File: src/rtl/pixel_scan_driver.sv
// Raster-order sequencer feeding pixel_shader and the framebuffer write port.
// One pixel in flight: ARM flushes the shader, RUN waits for done, WRITE stores the result.
module pixel_scan_driver #(
  parameter int WIDTH   = 160,
  parameter int HEIGHT  = 120,
  parameter int ADDR_W  = 15,
  parameter int TIMEOUT = 256
) (
  input  logic              clk,
  input  logic              reset,
  input  logic              frame_go,
  input  logic              shader_done,
  input  logic [23:0]       shader_rgb,
  output logic              shader_start,
  output logic [31:0]       pix_x,
  output logic [31:0]       pix_y,
  output logic [ADDR_W-1:0] fb_addr,
  output logic [23:0]       fb_data,
  output logic              fb_we,
  output logic              busy,
  output logic              frame_done,
  output logic              timeout_err
);

  localparam int XW = (WIDTH > 1) ? $clog2(WIDTH) : 1;
  localparam int YW = (HEIGHT > 1) ? $clog2(HEIGHT) : 1;
  localparam int CW = $clog2(TIMEOUT) + 1;

  localparam logic [2:0] S_IDLE  = 3'd0;
  localparam logic [2:0] S_ARM   = 3'd1;
  localparam logic [2:0] S_RUN   = 3'd2;
  localparam logic [2:0] S_WRITE = 3'd3;
  localparam logic [2:0] S_FEND  = 3'd4;

  localparam logic [23:0] ERR_RGB = 24'hFF00FF;

  logic [2:0]    state;
  logic [XW-1:0] x;
  logic [YW-1:0] y;
  logic [CW-1:0] cnt;
  logic          x_last;
  logic          y_last;

  assign x_last = (x == XW'(WIDTH - 1));
  assign y_last = (y == YW'(HEIGHT - 1));

  // All outputs decode straight from flops; no input reaches them combinationally.
  assign shader_start = (state == S_RUN) || (state == S_WRITE);
  assign busy         = (state != S_IDLE);
  assign fb_we        = (state == S_WRITE);
  assign frame_done   = (state == S_FEND);
  assign pix_x        = 32'(x);
  assign pix_y        = 32'(y);

  always_ff @(posedge clk) begin
    if (reset) begin
      state       <= S_IDLE;
      x           <= '0;
      y           <= '0;
      cnt         <= '0;
      fb_addr     <= '0;
      fb_data     <= '0;
      timeout_err <= 1'b0;
    end else begin
      unique case (state)
        S_IDLE: begin
          if (frame_go) begin
            state       <= S_ARM;
            x           <= '0;
            y           <= '0;
            timeout_err <= 1'b0;
          end
        end
        S_ARM: begin
          cnt     <= '0;
          fb_addr <= ADDR_W'(32'(y) * WIDTH + 32'(x));
          state   <= S_RUN;
        end
        S_RUN: begin
          cnt <= cnt + 1'b1;
          // done has priority over a timeout landing in the same cycle
          if (shader_done) begin
            fb_data <= shader_rgb;
            state   <= S_WRITE;
          end else if (cnt == CW'(TIMEOUT - 1)) begin
            fb_data     <= ERR_RGB;
            timeout_err <= 1'b1;
            state       <= S_WRITE;
          end
        end
        S_WRITE: begin
          if (x_last && y_last) begin
            state <= S_FEND;
          end else begin
            state <= S_ARM;
            if (x_last) begin
              x <= '0;
              y <= y + 1'b1;
            end else begin
              x <= x + 1'b1;
            end
          end
        end
        S_FEND: begin
          state <= S_IDLE;
        end
        default: begin
          state <= S_IDLE;
        end
      endcase
    end
  end

endmodule

File: config.mk
export PLATFORM = sky130hd
export DESIGN_NAME = pixel_scan_driver
export DESIGN_NICKNAME = d
export VERILOG_FILES = /design/src/rtl/pixel_scan_driver.sv
export SDC_FILE = /design/constraint.sdc
export NUM_CORES = 1
export LEC_CHECK = 0
export ABC_AREA = 0
export BUFFER_PORTS_ARGS = -buffer_cell sky130_fd_sc_hd__clkbuf_2
export CORE_MARGIN = 5
export CORE_UTILIZATION = 23
export CTS_CLUSTER_SIZE = 25
export DETAILED_ROUTE_END_ITERATION = 16
export HOLD_SLACK_MARGIN = 0.02
export PLACE_DENSITY = 0.51
export SLEW_MARGIN = 15
export SYNTH_ARGS = -nofsm -noshare
export SYNTH_HDL_FRONTEND = slang
export SYNTH_SLANG_ARGS = --single-unit
File: constraint.sdc
create_clock -name clk -period 4.12 [get_ports clk]
set_input_delay 1.236 -clock clk [delete_from_list [all_inputs] [get_ports clk]]
set_output_delay 1.236 -clock clk [all_outputs]
set_load 0.02 [all_outputs]
==> impl_metrics.env <==
export IMPL_whs_endpoint="fb_addr[1]$_SDFFE_PP0P_"
export IMPL_dp_cells=703
export IMPL_num_nets_final=550
export IMPL_latest_clock_arrival_within_the_worst_skew_pair_ns=0.33
export IMPL_finish_utilization_pct=28.3
export IMPL_drt_initial_drc_count=79
export IMPL_totalWireLength_mm=9.42
export IMPL_count_of_flip_flops_with_a_built_in_enable_after_synthesis=0
export IMPL_die_area_um2=18300
export IMPL_static_leakage_nw=1.91
export IMPL_ys_ff_latch=67
export IMPL_ctsLongestPathBuffers=2
export IMPL_synth_simple_area_share_pct=20.3
export IMPL_gr_total_overflow=0
export IMPL_drt_pass1_iterations=4
export IMPL_timing_max_transition_violations_final=0
export IMPL_critical_path_arrival_ns=1.56
export IMPL_dpl_cell_area_um2=4060
export IMPL_place_gp_congestion=0.795
export IMPL_synthToLayoutAreaGrowth_pct=20.1
export IMPL_cts_reportedPaths_clkPinSlew_ns=0.05
export IMPL_clock_sinks=67
export IMPL_maximum_net_fanout_on_the_critical_path=11
export IMPL_ir_worst_vdd_v=0.000131
export IMPL_crit_chain="nand3b_4 -> inv_1 -> clkbuf_2"
export IMPL_rows=45
export IMPL_post_synth_instance_area_um2=3610
export IMPL_register_area_um2=1340
export IMPL_syn_avg_cell_area_um2=8.54
export IMPL_fin_cells=718
export IMPL_grt_start_max_net_pins=50
export IMPL_fin_area_um2=4340
export IMPL_synthDominantCellAreaShare_pct=37.1
export IMPL_track_usage_pct=9.94
export IMPL_cp_endpoint_kind="output pin"
export IMPL_cts_max_level=3
export IMPL_synth_compound_area_share_pct=18.0
export IMPL_dominant_combinational_cell_family_by_area_after_synthesis="simple AND/OR/NAND/NOR gates"
export IMPL_avgViaCountPerCell=4.35
export IMPL_timing_rr_start="y[3]$_SDFFE_PP0P_"
export IMPL_regToRegSetupSlack_ns=1.50
export IMPL_diodes=0
export IMPL_min_delay_start="fb_addr[1]$_SDFFE_PP0P_"
export IMPL_pin_count=136
export IMPL_grt_antenna_before_repair=0
export IMPL_fin_skew_ns=0.00458
export IMPL_timing_worst_setup_path_type="register to output pin"
export IMPL_postCtsResizedCells=0
export IMPL_regToRegEndpoint="fb_addr[14]$_SDFFE_PP0P_"
export IMPL_grt_pass1_wl_mm=14.7
export IMPL_post_synth_mux_area_share_pct=0.866
export IMPL_crit_required_ns=2.88
export IMPL_floorplan_die_height_um=135
export IMPL_pwr_density_cell_nw_per_um2=375
export IMPL_synth_cells=423
export IMPL_slew_headroom_pct=48.7
export IMPL_number_of_global_route_vias_before_repair=2913
export IMPL_async_flop_share_pct=0
export IMPL_finalSetupViolCount=0
export IMPL_yosysSeqAreaShare_pct=37.1
export IMPL_fmax_achieved_mhz=358
export IMPL_mostFrequentLayoutCells="sky130_fd_sc_hd__clkbuf_2, sky130_fd_sc_hd__dfxtp_1, sky130_fd_sc_hd__nor2_1"
export IMPL_worst_r2r_cell_count=8
export IMPL_largest_area_contributor_in_the_synthesized_netlist="sky130_fd_sc_hd__dfxtp_1"
export IMPL_post_detail_place_hpwl_mm=7.27
export IMPL_setup_total_negative_slack_ns=0
export IMPL_final_hold_violation_count=0
export IMPL_via_count=3121
export IMPL_multiInputGateArea_um2=1970
export IMPL_mostFrequentLayoutCell="sky130_fd_sc_hd__clkbuf_2"
export IMPL_unrepaired_setup_endpoints_after_global_routing="false"
export IMPL_ratio_of_cells_with_drive_above_1_in_the_final_layout_pct=23.3
export IMPL_layout_worst_path_cycle_share_pct=67.8
export IMPL_finalCriticalPeriod_ns=2.79
export IMPL_startpoint_type="register"
export IMPL_drcViolationCount=0
export IMPL_synth_adder_area_share_pct=7.00
export IMPL_root_buffer="sky130_fd_sc_hd__clkbuf_16"
export IMPL_synth_area_top_cells="sky130_fd_sc_hd__dfxtp_1, sky130_fd_sc_hd__buf_4, sky130_fd_sc_hd__nor2_1"
export IMPL_max_cap_violations=0
export IMPL_core_area_um2=15300
export IMPL_post_cts_setup_buffer_count=0
export IMPL_hp_class="register to register"
export IMPL_antenna_left=0
export IMPL_port_buffers=86
export IMPL_synth_ff_type="sky130_fd_sc_hd__dfxtp_1"
export IMPL_ys_warnings_count=0
export IMPL_cts_made_buffers=9
export IMPL_initial_core_util_pct=23.6
export IMPL_hold_path_depth=2
export IMPL_cts_hold_buf=0
export IMPL_max_slew_worst_pin_slew_ns=0.764
export IMPL_cts_tree="done"
export IMPL_yosysUniqueCellTypes=57
export IMPL_fillerInstances=1696
export IMPL_floorplan_die_width_um=135
export IMPL_hold_ws_ns=0.452
export IMPL_outcome="finished clean"
export IMPL_slowest_delay_ns=0.60
export IMPL_yosys_area_share_xor_xnor_pct=3.15
export IMPL_timing_critical_path_slowest_stage_cell="sky130_fd_sc_hd__dfxtp_1"
export IMPL_wl_per_cell_um=13.1
## final cells by class
type | instances | area share [%]
Multi-Input combinational cell | 327 | 45.3
Sequential cell | 67 | 30.9
Timing Repair Buffer | 89 | 10.4
Clock buffer | 13 | 6.23
Tap cell | 211 | 6.08
Inverter | 9 | 0.779
Clock inverter | 2 | 0.231
## power by group
group | switching [W] | leakage (nW) | internal, W
combinational | 0.000152 | 1.23 | 0.0000589
clock | 0.000271 | 0.141 | 0.000451
sequential | 0.0000213 | 0.542 | 0.000672
## worst max-delay path: cells and delay by family, from the launching register on
family | cells | cell delay [ns]
AND/OR/NAND/NOR | 1 | 0.19
flip-flops | 1 | 0.60
buffers and inverters | 2 | 0.44
## registers in the layout (all words and copies together) (netlist names)
| name | count |
|---|---|
| state | 3 |
| fb_data | 24 |
| timeout_err | 1 |
| cnt | 9 |
| x | 8 |
| y | 7 |
| fb_addr | 15 |
## synth_stat cells (2+ instances only)
library cell                count
sky130_fd_sc_hd__o2111ai_1      6
sky130_fd_sc_hd__buf_2          6
sky130_fd_sc_hd__inv_1          9
sky130_fd_sc_hd__a21oi_1       28
sky130_fd_sc_hd__mux2i_1        2
sky130_fd_sc_hd__nand3b_1       4
sky130_fd_sc_hd__nand2_1       28
sky130_fd_sc_hd__and2_1         3
sky130_fd_sc_hd__nor3b_1        2
sky130_fd_sc_hd__or3_1          3
sky130_fd_sc_hd__and4_1         2
sky130_fd_sc_hd__a211oi_1       5
sky130_fd_sc_hd__nand4_1        2
sky130_fd_sc_hd__o211ai_1       3
sky130_fd_sc_hd__a21o_1         3
sky130_fd_sc_hd__nor2_1        61
sky130_fd_sc_hd__nand3_1       10
sky130_fd_sc_hd__o21ai_0       12
sky130_fd_sc_hd__nor3_1         6
sky130_fd_sc_hd__o21ai_1        3
sky130_fd_sc_hd__a311oi_1       2
sky130_fd_sc_hd__fa_1           2
sky130_fd_sc_hd__buf_4         50
sky130_fd_sc_hd__clkbuf_1      11
sky130_fd_sc_hd__nor4_2         2
sky130_fd_sc_hd__ha_1          17
sky130_fd_sc_hd__and3_1         2
sky130_fd_sc_hd__nand2b_1       2
sky130_fd_sc_hd__nor3b_2        2
sky130_fd_sc_hd__a22oi_1        9
sky130_fd_sc_hd__xor2_1         8
sky130_fd_sc_hd__o22ai_1       17
sky130_fd_sc_hd__o21ba_2        2
sky130_fd_sc_hd__nor2b_1        4
sky130_fd_sc_hd__xnor2_1        5
sky130_fd_sc_hd__o31ai_1        2
sky130_fd_sc_hd__dfxtp_1       67
sky130_fd_sc_hd__or2_2          2
## stage by stage
step	setup WS, ns	total power, W
floorplan	1.58	0.000893
global placement	1.42	0.000916
detailed placement	1.39	0.000918
CTS	1.32	0.00165
global route	1.23	0.00170
finish	1.33	0.00163
## cell families (layout without fill, tap and decap cells)
kind of cell / after synthesis / count (layout)
flip-flops: 67 / 67
adder cells (fa/ha/maj): 19 / 19
other: 1 / 49
buffers and inverters: 77 / 113
AND/OR/NAND/NOR: 143 / 143
XOR/XNOR: 13 / 13
multiplexers: 3 / 3
AO/OA/AOI/OAI: 100 / 100
## how the worst max path moves through the flow
stage	from	end	slack (ns)	cells past startpoint
floorplan	y[3]$_SDFFE_PP0P_	fb_addr[13]$_SDFFE_PP0P_	1.58	8
global placement	frame_go	x[4]$_SDFFE_PP0P_	1.42	7
detailed placement	frame_go	x[4]$_SDFFE_PP0P_	1.39	7
CTS	state[0]$_SDFFE_PP0P_	fb_we	1.32	3
global route	y[3]$_SDFFE_PP0P_	fb_addr[14]$_SDFFE_PP0P_	1.23	8
finish	state[0]$_SDFFE_PP0P_	fb_we	1.33	3
## metal layers
metal | wire [um] | part of all wire, % | GRT usage (%)
met5 | 0 | 0 | 0
met4 | 162 | 1.7 | 3.92
met3 | 479 | 5.1 | 2.27
met2 | 4450 | 47 | 16.2
met1 | 4330 | 46 | 12.7
Power figures use the tool's default switching activity.
